## src/rtl/simon_pkg.sv

```systemverilog
// simon_pkg: shared constants, types and helper functions for the
// SIMON 128/256 iterative core.
//   WORD          - data/key word width (64)
//   ROUNDS        - number of cipher rounds (72)
//   KEYEXP_CYCLES - forward key-expansion cycles before a decrypt (68)
//   Z4            - round-constant sequence, used LSB first
//   state_t       - controller state encoding
package simon_pkg;

    localparam int WORD          = 64;
    localparam int ROUNDS        = 72;
    localparam int KEYEXP_CYCLES = 68;

    localparam logic [61:0] Z4 = 62'h3DC94C3A046D678B;

    typedef enum logic [1:0] {
        IDLE   = 2'd0,
        KEYEXP = 2'd1,
        ROUND  = 2'd2,
        DONE   = 2'd3
    } state_t;

    function automatic logic [WORD-1:0] rotl(input logic [WORD-1:0] v, input int n);
        return (v << n) | (v >> (WORD - n));
    endfunction

    function automatic logic [WORD-1:0] rotr(input logic [WORD-1:0] v, input int n);
        return (v >> n) | (v << (WORD - n));
    endfunction

    // SIMON round function.
    function automatic logic [WORD-1:0] f(input logic [WORD-1:0] x);
        return (rotl(x, 1) & rotl(x, 8)) ^ rotl(x, 2);
    endfunction

    // z4[i mod 62] for any 7-bit index (0..127).
    function automatic logic z_bit(input logic [6:0] i);
        logic [6:0] m;
        if (i >= 7'd124) begin
            m = i - 7'd124;
        end else if (i >= 7'd62) begin
            m = i - 7'd62;
        end else begin
            m = i;
        end
        return Z4[m[5:0]];
    endfunction

endpackage

```

## src/rtl/simon_key_step.sv

```systemverilog
// simon_key_step: combinational one-step move of the 4-word key window.
//   win      in  256  window, win[63:0] = lowest-index key word
//   idx      in  7    schedule index i
//   reverse  in  1    0: k[i..i+3] -> k[i+1..i+4]
//                     1: k[i+1..i+4] -> k[i..i+3]
//   next_win out 256  moved window, same packing as win
module simon_key_step
    import simon_pkg::*;
(
    input  logic [255:0] win,
    input  logic [6:0]   idx,
    input  logic         reverse,
    output logic [255:0] next_win
);

    logic [WORD-1:0] w0_s, w1_s, w2_s, w3_s;
    logic [WORD-1:0] t_fwd_s, t_rev_s;
    logic [WORD-1:0] zc_s;

    assign w0_s = win[63:0];
    assign w1_s = win[127:64];
    assign w2_s = win[191:128];
    assign w3_s = win[255:192];

    // Round constant word: z bit in position 0, combined with the fixed 3.
    assign zc_s = {63'd0, z_bit(idx)} ^ 64'd3;

    // Mixing term; window slot holding k[i+1]/k[i+3] differs per direction.
    always_comb begin
        t_fwd_s = rotr(w3_s, 3) ^ w1_s;
        t_fwd_s = t_fwd_s ^ rotr(t_fwd_s, 1);
        t_rev_s = rotr(w2_s, 3) ^ w0_s;
        t_rev_s = t_rev_s ^ rotr(t_rev_s, 1);
    end

    // Select the forward or reverse moved window.
    always_comb begin
        next_win = win;
        if (reverse) begin
            next_win = {w2_s, w1_s, w0_s, ~(w3_s ^ t_rev_s ^ zc_s)};
        end else begin
            next_win = {~w0_s ^ t_fwd_s ^ zc_s, w3_s, w2_s, w1_s};
        end
    end

endmodule

```

## src/rtl/simon_128_256.sv

```systemverilog
// simon_128_256: iterative SIMON 128/256 encrypt/decrypt core, one round
// per clock, with a sliding 4-word key window.
//   clk   in  1    rising-edge clock
//   res   in  1    synchronous active-high reset
//   start in  1    launch request (honoured in IDLE and DONE)
//   ctrl  in  1    1 = decrypt, 0 = encrypt, sampled with start
//   keys  in  256  key, keys[63:0] = k0 ... keys[255:192] = k3
//   in    in  128  input block, in[127:64] = x, in[63:0] = y
//   out   out 128  result block, zero unless done
//   done  out 1    result valid
module simon_128_256
    import simon_pkg::*;
(
    input  logic         clk,
    input  logic         res,
    input  logic         start,
    input  logic         ctrl,
    input  logic [255:0] keys,
    input  logic [127:0] in,
    output logic [127:0] out,
    output logic         done
);

    state_t          state_r;
    logic [6:0]      cnt_r;
    logic            dec_r;
    logic [WORD-1:0] x_r, y_r;
    logic [255:0]    kwin_r;

    logic [WORD-1:0] rk_s;
    logic [WORD-1:0] nx_s, ny_s;
    logic            rev_s;
    logic [6:0]      idx_s;
    logic [255:0]    kwin_next_s;

    // Decrypt walks the schedule backward, so its round key sits in the
    // top slot of the window; encrypt uses the bottom slot.
    assign rk_s = dec_r ? kwin_r[255:192] : kwin_r[63:0];

    // Next round state for the active direction.
    always_comb begin
        nx_s = x_r;
        ny_s = y_r;
        if (dec_r) begin
            nx_s = y_r;
            ny_s = x_r ^ f(y_r) ^ rk_s;
        end else begin
            nx_s = y_r ^ f(x_r) ^ rk_s;
            ny_s = x_r;
        end
    end

    // Key-step control: reverse only during decrypt rounds. Decrypt round
    // cnt uses k[71-cnt], so the step back regenerates k[67-cnt]; the last
    // few decrypt steps produce unused words.
    always_comb begin
        rev_s = 1'b0;
        idx_s = cnt_r;
        if ((state_r == ROUND) && dec_r) begin
            rev_s = 1'b1;
            idx_s = 7'd67 - cnt_r;
        end else begin
            rev_s = 1'b0;
            idx_s = cnt_r;
        end
    end

    simon_key_step u_key_step (
        .win      (kwin_r),
        .idx      (idx_s),
        .reverse  (rev_s),
        .next_win (kwin_next_s)
    );

    // Controller and datapath registers, outputs registered.
    always_ff @(posedge clk) begin
        if (res) begin
            state_r <= IDLE;
            cnt_r   <= 7'd0;
            dec_r   <= 1'b0;
            x_r     <= 64'd0;
            y_r     <= 64'd0;
            kwin_r  <= 256'd0;
            out     <= 128'd0;
            done    <= 1'b0;
        end else begin
            case (state_r)
                IDLE, DONE: begin
                    if (start) begin
                        x_r     <= in[127:64];
                        y_r     <= in[63:0];
                        kwin_r  <= keys;
                        dec_r   <= ctrl;
                        cnt_r   <= 7'd0;
                        out     <= 128'd0;
                        done    <= 1'b0;
                        state_r <= ctrl ? KEYEXP : ROUND;
                    end
                end
                KEYEXP: begin
                    kwin_r <= kwin_next_s;
                    if (cnt_r == 7'(KEYEXP_CYCLES - 1)) begin
                        cnt_r   <= 7'd0;
                        state_r <= ROUND;
                    end else begin
                        cnt_r <= cnt_r + 7'd1;
                    end
                end
                ROUND: begin
                    x_r    <= nx_s;
                    y_r    <= ny_s;
                    kwin_r <= kwin_next_s;
                    if (cnt_r == 7'(ROUNDS - 1)) begin
                        cnt_r   <= 7'd0;
                        out     <= {nx_s, ny_s};
                        done    <= 1'b1;
                        state_r <= DONE;
                    end else begin
                        cnt_r <= cnt_r + 7'd1;
                    end
                end
                default: begin
                    state_r <= IDLE;
                end
            endcase
        end
    end

endmodule

```

## config.mk

```make
export PLATFORM = sky130hd
export DESIGN_NAME = simon_128_256
export DESIGN_NICKNAME = d
export VERILOG_FILES = /design/src/rtl/simon_pkg.sv /design/src/rtl/simon_key_step.sv /design/src/rtl/simon_128_256.sv
export SDC_FILE = /design/constraint.sdc
export NUM_CORES = 2
export LEC_CHECK = 0
export ABC_AREA = 1
export BUFFER_PORTS_ARGS = -buffer_cell sky130_fd_sc_hd__buf_2
export CORE_ASPECT_RATIO = 0.6
export CORE_MARGIN = 2
export CORE_UTILIZATION = 35
export CTS_CLUSTER_DIAMETER = 50
export CTS_CLUSTER_SIZE = 10
export DETAILED_ROUTE_END_ITERATION = 7
export SLEW_MARGIN = 25
export SYNTH_ARGS = -nofsm -noshare
export SYNTH_HDL_FRONTEND = slang
export SYNTH_SLANG_ARGS = --single-unit
```

## constraint.sdc

```tcl
create_clock -name clk -period 3.15 [get_ports clk]
set_input_delay 0.1575 -clock clk [delete_from_list [all_inputs] [get_ports clk]]
set_output_delay 0.1575 -clock clk [all_outputs]
set_load 0.005 [all_outputs]
```

# Word-level counts from Yosys, hierarchy flattened
# Memory sizes are Yosys's and may differ from the RTL's.
# Cells that the tools add are included.
[totals]
regBits = 523
out_inout_bits = 129
memories = 1
rom_bits = 64
wordCells = 92
in_bits = 388
[op_classes]
n_lt_le_gt_ge = 3
n_reduce_logical = 9
n_bitwise = 29
n_eq_ne = 8
mux = 30
n_addsub = 4
[mem_list]
columns = ["name", "words", "width", "rd", "rd_clocked_by_memory_dff", "wr", "line", "rtl"]
rows = [
  ["(name not given)", 64, 1, 1, 0, 0, "simon_pkg.sv:46", "return Z4[m[5:0]];"],
]
[ops]
columns = ["cell", "n"]
rows = [
  ["$xor 64x64->64", 12],
  ["$mux 256", 2],
  ["$pmux 256 s2", 1],
  ["$mux 64", 5],
  ["$mux 128", 2],
  ["$pmux 128 s2", 1],
  ["$pmux 64 s2", 2],
  ["$and 64x64->64", 2],
  ["$not 64->64", 2],
  ["$or 61x64->64", 2],
  ["$or 63x64->64", 2],
  ["$or 64x1->64", 2],
  ["$or 64x2->64", 2],
  ["$or 64x8->64", 2],
  ["$xor 64x2->64", 2],
  ["$mux 7", 4],
  ["$pmux 7 s3", 1],
  ["$eq 7x7->1 const B", 2],
  ["$mux 6", 2],
  ["$sub 6x6->6 const B", 2],
  ["$mux 2", 4],
  ["$add 7x1->7 const B", 1],
  ["$ge 7x6->1 const B", 1],
  ["$ge 7x7->1 const B", 1],
  ["16 further kinds", 24],
]

# Longest topological paths before layout
[depth]
ltp_word = 13
mapped_depth = 28
depth_no_buf = 28

# Hierarchy
# From an unflattened synthesis, not the netlist that was laid out.
[hier_totals]
cells_unflattened = 5796
area_unflattened_um2 = 35404.0
[modules_own_cells]
columns = ["mod", "seq_area_each_um2", "area_each_um2", "cells_each", "n_inst"]
rows = [
  ["simon_128_256", 10470.0, 28559.9, 4611, 1],
  ["simon_key_step", 0.0, 6844.1, 1185, 1],
]

# Worst setup path before layout
# Ideal clock, no wire load.
[synth_path]
kind = "flip-flop to flip-flop"
from = "reg state_r[0]"
to = "reg kwin_r[0]"
t_arrival_ns = 2.804
stages_incl_launch_ff = 24
setup_time_ns = 0.131
setup_slack_ns = 0.215
required_time_ns = 3.019
n_path_buf = 0
synth_period_minus_slack_ns = 2.935
cell_sequence = "dfxtp_1 -> inv_1 -> ha_1 -> nand2_2 -> xor2_1 -> ha_1 -> inv_1 -> nor2_1 -> nand2_1 -> nand2_2 -> nand3_1 -> nand2_1 -> inv_1 -> ha_1 -> inv_1 -> nand3_1 -> nand3_1 -> nand3_1 -> nand3_2 -> nand2_1 -> nand2_1 -> nand3_1 -> nand2_1 -> a21oi_2"
[synth_between]
elab_chain_len = 13
word_cells_on_any_way = 23
cone_classes = "add/sub (2); order compare (2); eq/ne (4); mux (7); bitwise (3); reduce/logical (4); memory (1)"
[synth_lines]
columns = ["item", "line", "rtl"]
rows = [
  ["from (decl)", "simon_128_256.sv:24", "state_t state_r;"],
  ["from (signal assigned)", "simon_128_256.sv:97", "state_r <= ctrl ? KEYEXP : ROUND;"],
  ["$eq 2x2->1", "simon_128_256.sv:59, simon_128_256.sv:87", ""],
  ["$logic_and 1x1->1", "simon_128_256.sv:59", "if ((state_r == ROUND) && dec_r) begin"],
  ["$mux 7", "simon_128_256.sv:59", ""],
  ["$sub 6x6->6 / $ge 7x6->1 (equally long branches)", "simon_pkg.sv:42, simon_pkg.sv:41", ""],
  ["$mux 6", "simon_pkg.sv:41", "end else if (i >= 7'd62) begin"],
  ["$mux 6", "simon_pkg.sv:39", "if (i >= 7'd124) begin"],
  ["$mem_v2 64x1", "n/a", ""],
  ["$mux 1 (not written as such)", "simon_pkg.sv:46", ""],
  ["$not 1->2 (no line)", "n/a", ""],
  ["$xor 64x2->64", "simon_key_step.sv:40", "next_win = {w2_s, w1_s, w0_s, ~(w3_s ^ t_rev_s ^ zc_s)};"],
  ["$not 64->64", "simon_key_step.sv:40", ""],
  ["$mux 256", "simon_key_step.sv:39", "if (reverse) begin"],
  ["$pmux 256 s2", "simon_128_256.sv:87", "case (state_r)"],
  ["to (signal assigned)", "simon_128_256.sv:92", "kwin_r <= keys;"],
  ["to (signal assigned)", "simon_128_256.sv:101", "kwin_r <= kwin_next_s;"],
  ["to (signal assigned)", "simon_128_256.sv:112", "kwin_r <= kwin_next_s;"],
  ["to (decl)", "simon_128_256.sv:28", "logic [255:0] kwin_r;"],
]
# Parallel ways exist; a longest one is shown, timed or not. The select of a mux whose other input is x is not followed.
# A chain may end at the register's enable or synchronous reset.

# Worst setup path in the final report
[layout_path]
from = "reg state_r[0]"
to = "reg kwin_r[221]"
[layout_between]
elab_chain_len = 5
word_cells_on_any_way = 11
cone_classes = "eq/ne (4); mux (3); reduce/logical (4)"
[layout_lines]
columns = ["item", "line"]
rows = [
  ["$eq 2x2->1", "simon_128_256.sv:59, simon_128_256.sv:87"],
  ["$logic_and 1x1->1", "simon_128_256.sv:59"],
  ["$mux 1", "simon_128_256.sv:59"],
  ["$mux 256", "simon_key_step.sv:39"],
  ["$pmux 256 s2", "simon_128_256.sv:87"],
]
# Parallel ways exist; a longest one is shown, timed or not.

==> metrics.md <==
| Metric | Value |
|---|---|
| Maximum vdd drop | `0.686 mV` |
| Max-cap violations | `0` |
| Yosys cell types | `33` |
| Switch share | `51.1%` |
| Synthesized Nets | `4,864` |
| Clock tree buffer depth | `3` |
| Synth Flop Type | `dfxtp_1` |
| Net Switching | `0.0237 W` |
| Final Critical Period | `3.04 ns` |
| All-Layer GR Usage | `29.7%` |
| Core Region | `89,500 um^2` |
| Gate count after technology mapping | `4,466` |
| Detailed Route Iter0 Violations | `4,388` |
| Post-synthesis sequential area ratio | `33.2%` |
| Global-route wire length before repair | `210,000 um` |
| Final Hold Viols | `0` |
| Cell chosen for the clock root | `clkbuf_16` |
| Crit end category | `flip-flop` |
| Hold Crit Depth | `3` |
| Total number of vias | `35,400` |
| # clock sinks | `523` |
| Hold Crit Class | `in2reg` |
| Vias in the first global route | `31,800` |
| Area of the multi-input gates | `18,900 um^2` |
| Largest net degree at the start of global routing | `150` |
| Crit path buffers/inverters | `5` |
| Clock-pin slew on the worst setup and hold paths | `0.06 ns` |
| Crit path max-delay cell type | `buf_4` |
| Row count | `85` |
| Total Routed Length | `144,000 um` |
| Critical path's largest stage delay | `0.72 ns` |
| Worst reg2reg path depth | `10` |
| Actual slew at the worst max-slew pin | `0.954 ns` |
| Worst r2r src | `state_r[0]` |
| Fillers | `9,005` |
| Worst setup startpoint | `state_r[0]` |
| Slew Viols, Final | `0` |
| Avg Inst Size Synth | `7.07 um^2` |
| Average wire per standard cell | `22.5 um` |
| Initial antenna violation count | `5` |
| Worst skew pair latency | `0.66 ns` |
| Die area | `92,700 um^2` |
| Num CTS Buffers | `68` |
| Logic depth of the worst path, buffers included | `10` |
| Crit Path Max Fanout | `78` |
| Yosys reg bits | `523` |
| Vias per inst | `5.54` |
| Commonest non-fill, non-tap cell in the layout | `a21oi_1` |
| DPL Wire Length | `103,000 um` |
| Nets | `5,538` |
| Crit path arrival time | `3.56 ns` |
| GPL Wtd Cong | `0.931` |
| Reg area | `10,500 um^2` |
| Leakage Power | `15.8 nW` |
| Die width | `392 um` |
| Part of the cycle the worst path needs | `96.4%` |
| Area Growth Syn to Fin | `30.0%` |
| Chip Height | `237 um` |
| Hold path start | `keys[238]` |
| PwrDens | `1130 nW/um^2` |
| Overflow after GRT | `0` |
| Final setup viols | `0` |
| Most frequent cell on the critical path | `buf_4` |
| Post-route ant nets | `0` |
| Clk network pwr share | `16.2%` |
| Logic pwr share | `53.6%` |
| Commonest cells after routing, fill and taps aside | `a21oi_1, o21ai_0, dfxtp_1, buf_2, nand2_1` |
| Number of synthesized flops with an enable pin | `0` |
| Fin cells | `6,381` |
| Async set-reset flop share out of synthesis | `0%` |
| Share of layout cells above drive strength 1 | `13.9%` |
| DRC | `0` |
| CP Cell Sequence | `inv_1 > ha_4 > nand2_8 > inv_4 > buf_4 > buf_4 > a21oi_1 > o21ai_0 > a31oi_1 > dlygate4sd3_1` |
| Worst EP required | `3.68 ns` |
| Element type at the critical path start | `flip-flop` |
| Internal power | `0.0226 W` |
| Number of H-tree levels | `3` |
| Drt pass-1 iters | `6` |
| Port Buffers | `516` |
| Setup CP Type | `reg2reg` |
| CTS tree | `built` |
| Placed insts | `5,904` |
| Synth Cell Area | `31,600 um^2` |
| Flop pwr share | `30.2%` |
| Finished Core Util | `45.9%` |
| Cell family with most CP delay | `buffers and inverters` |
| F_max | `0.329 GHz` |
| Starting density of the core | `35.3%` |
| Status | `complete, no violations` |
| Worst Skew | `0.0301 ns` |
| # IOs | `517` |
| Setup repair bufs after CTS | `0` |
| Slew HR | `35.7%` |
| Tot Pwr | `0.0463 W` |
| Synthesis warning total | `0` |
registers in the layout (all words and copies together), names as in the netlist:
name,flops
dec_r,1
state_r,2
done,1
cnt_r,7
kwin_r,256
x_r,64
y_r,64
out,128
synthesized netlist by cell type, types with 2 or more instances:
master    count  share of area [%]
inv_2         4              0.048
buf_1        26               0.31
or2_2         5              0.099
xnor2_1     231                6.4
nand3b_1      2              0.048
buf_2         3              0.048
o21ai_0     755                 12
inv_1       246                2.9
o21a_1       38               0.90
a21oi_2       2              0.055
nand2_2       6               0.12
dfxtp_1     523                 33
nand2_1     441                5.2
nand4_1       3              0.059
buf_4         2              0.048
a221oi_1     61                1.7
o21ai_1       2              0.032
a21oi_1     769                 12
o211ai_1     26               0.62
nor3_1        3              0.048
clkbuf_1    337                4.0
ha_1         10               0.40
xor2_1      337                9.3
a31oi_1     219                4.3
nand3_1     217                3.4
nor2_1      191                2.3
cell families (layout without fill, tap and decap cells):
group | Yosys count | after routing | synth area share (%)
AO/OA/AOI/OAI | 1873 | 1873 | 31.8
XOR/XNOR | 568 | 568 | 15.8
adder cells (fa/ha/maj) | 10 | 10 | 0.396
buffers and inverters | 619 | 1315 | 7.42
flip-flops | 523 | 523 | 33.2
other | 0 | 1 | 0
AND/OR/NAND/NOR | 873 | 873 | 11.5
cell type report:
type                    instances  area share [%]
flip-flops and latches        523            25.5
diodes                          1         0.00609
clock buffers                  77            4.45
well taps                    1218            3.71
clock inverters                15           0.436
repair buffers                973            17.6
multi-input cells            3324            46.0
inverters                     250            2.32
power by group through the flow:
| stage | Clock, W | Sequential, W | Combinational [W] |
|---|---|---|---|
| floorplan | 0 | 0.0114 | 0.0176 |
| global placement | 0 | 0.0139 | 0.0235 |
| detailed placement | 0 | 0.0139 | 0.0238 |
| CTS | 0.00754 | 0.0138 | 0.0244 |
| global route | 0.00780 | 0.0142 | 0.0273 |
| finish | 0.00748 | 0.0140 | 0.0248 |
per-layer routing:
metal	vias up	global-route usage, %	routed length, um
li1	16800	-	-
met1	16600	43.8	64800
met2	1777	43.3	60500
met3	221	6.39	14400
met4	8	8.02	3830
met5	-	0	55
worst min-delay path: cells and delay by family:
family / cells / cell delay, ns
AOI/OAI and AO/OA: 2 / 0.35
buffers and inverters: 1 / 0.10
what timing repair did:
item	4_1_cts	5_1_grt
hold endpoints to repair	366	0
endpoints found under the setup margin	0	9
hold buffers	384	0
gates resized for setup	0	12
worst paths after layout:
kind	endpoint	slack [ns]
worst max-delay path	kwin_r[221]	0.11
worst min-delay path	kwin_r[238]	0.03
worst max register to register	kwin_r[221]	0.11
worst min register to register	done	0.47
stage by stage:
stage / setup slack, ns / TNS, ns / instance area (um^2) / hold slack, ns
after floorplan: 0.215 / 0 / 31600 / 0.336
after global placement: 0.0710 / 0 / 35200 / 0.443
after detailed placement: 0.172 / 0 / 35200 / 0.453
after CTS: 0.135 / 0 / 41000 / 0.000747
after global routing: -0.00526 / -0.00526 / 41100 / 0.0210
final: 0.113 / 0 / 41100 / 0.0291
Power figures use the tool's default switching activity.
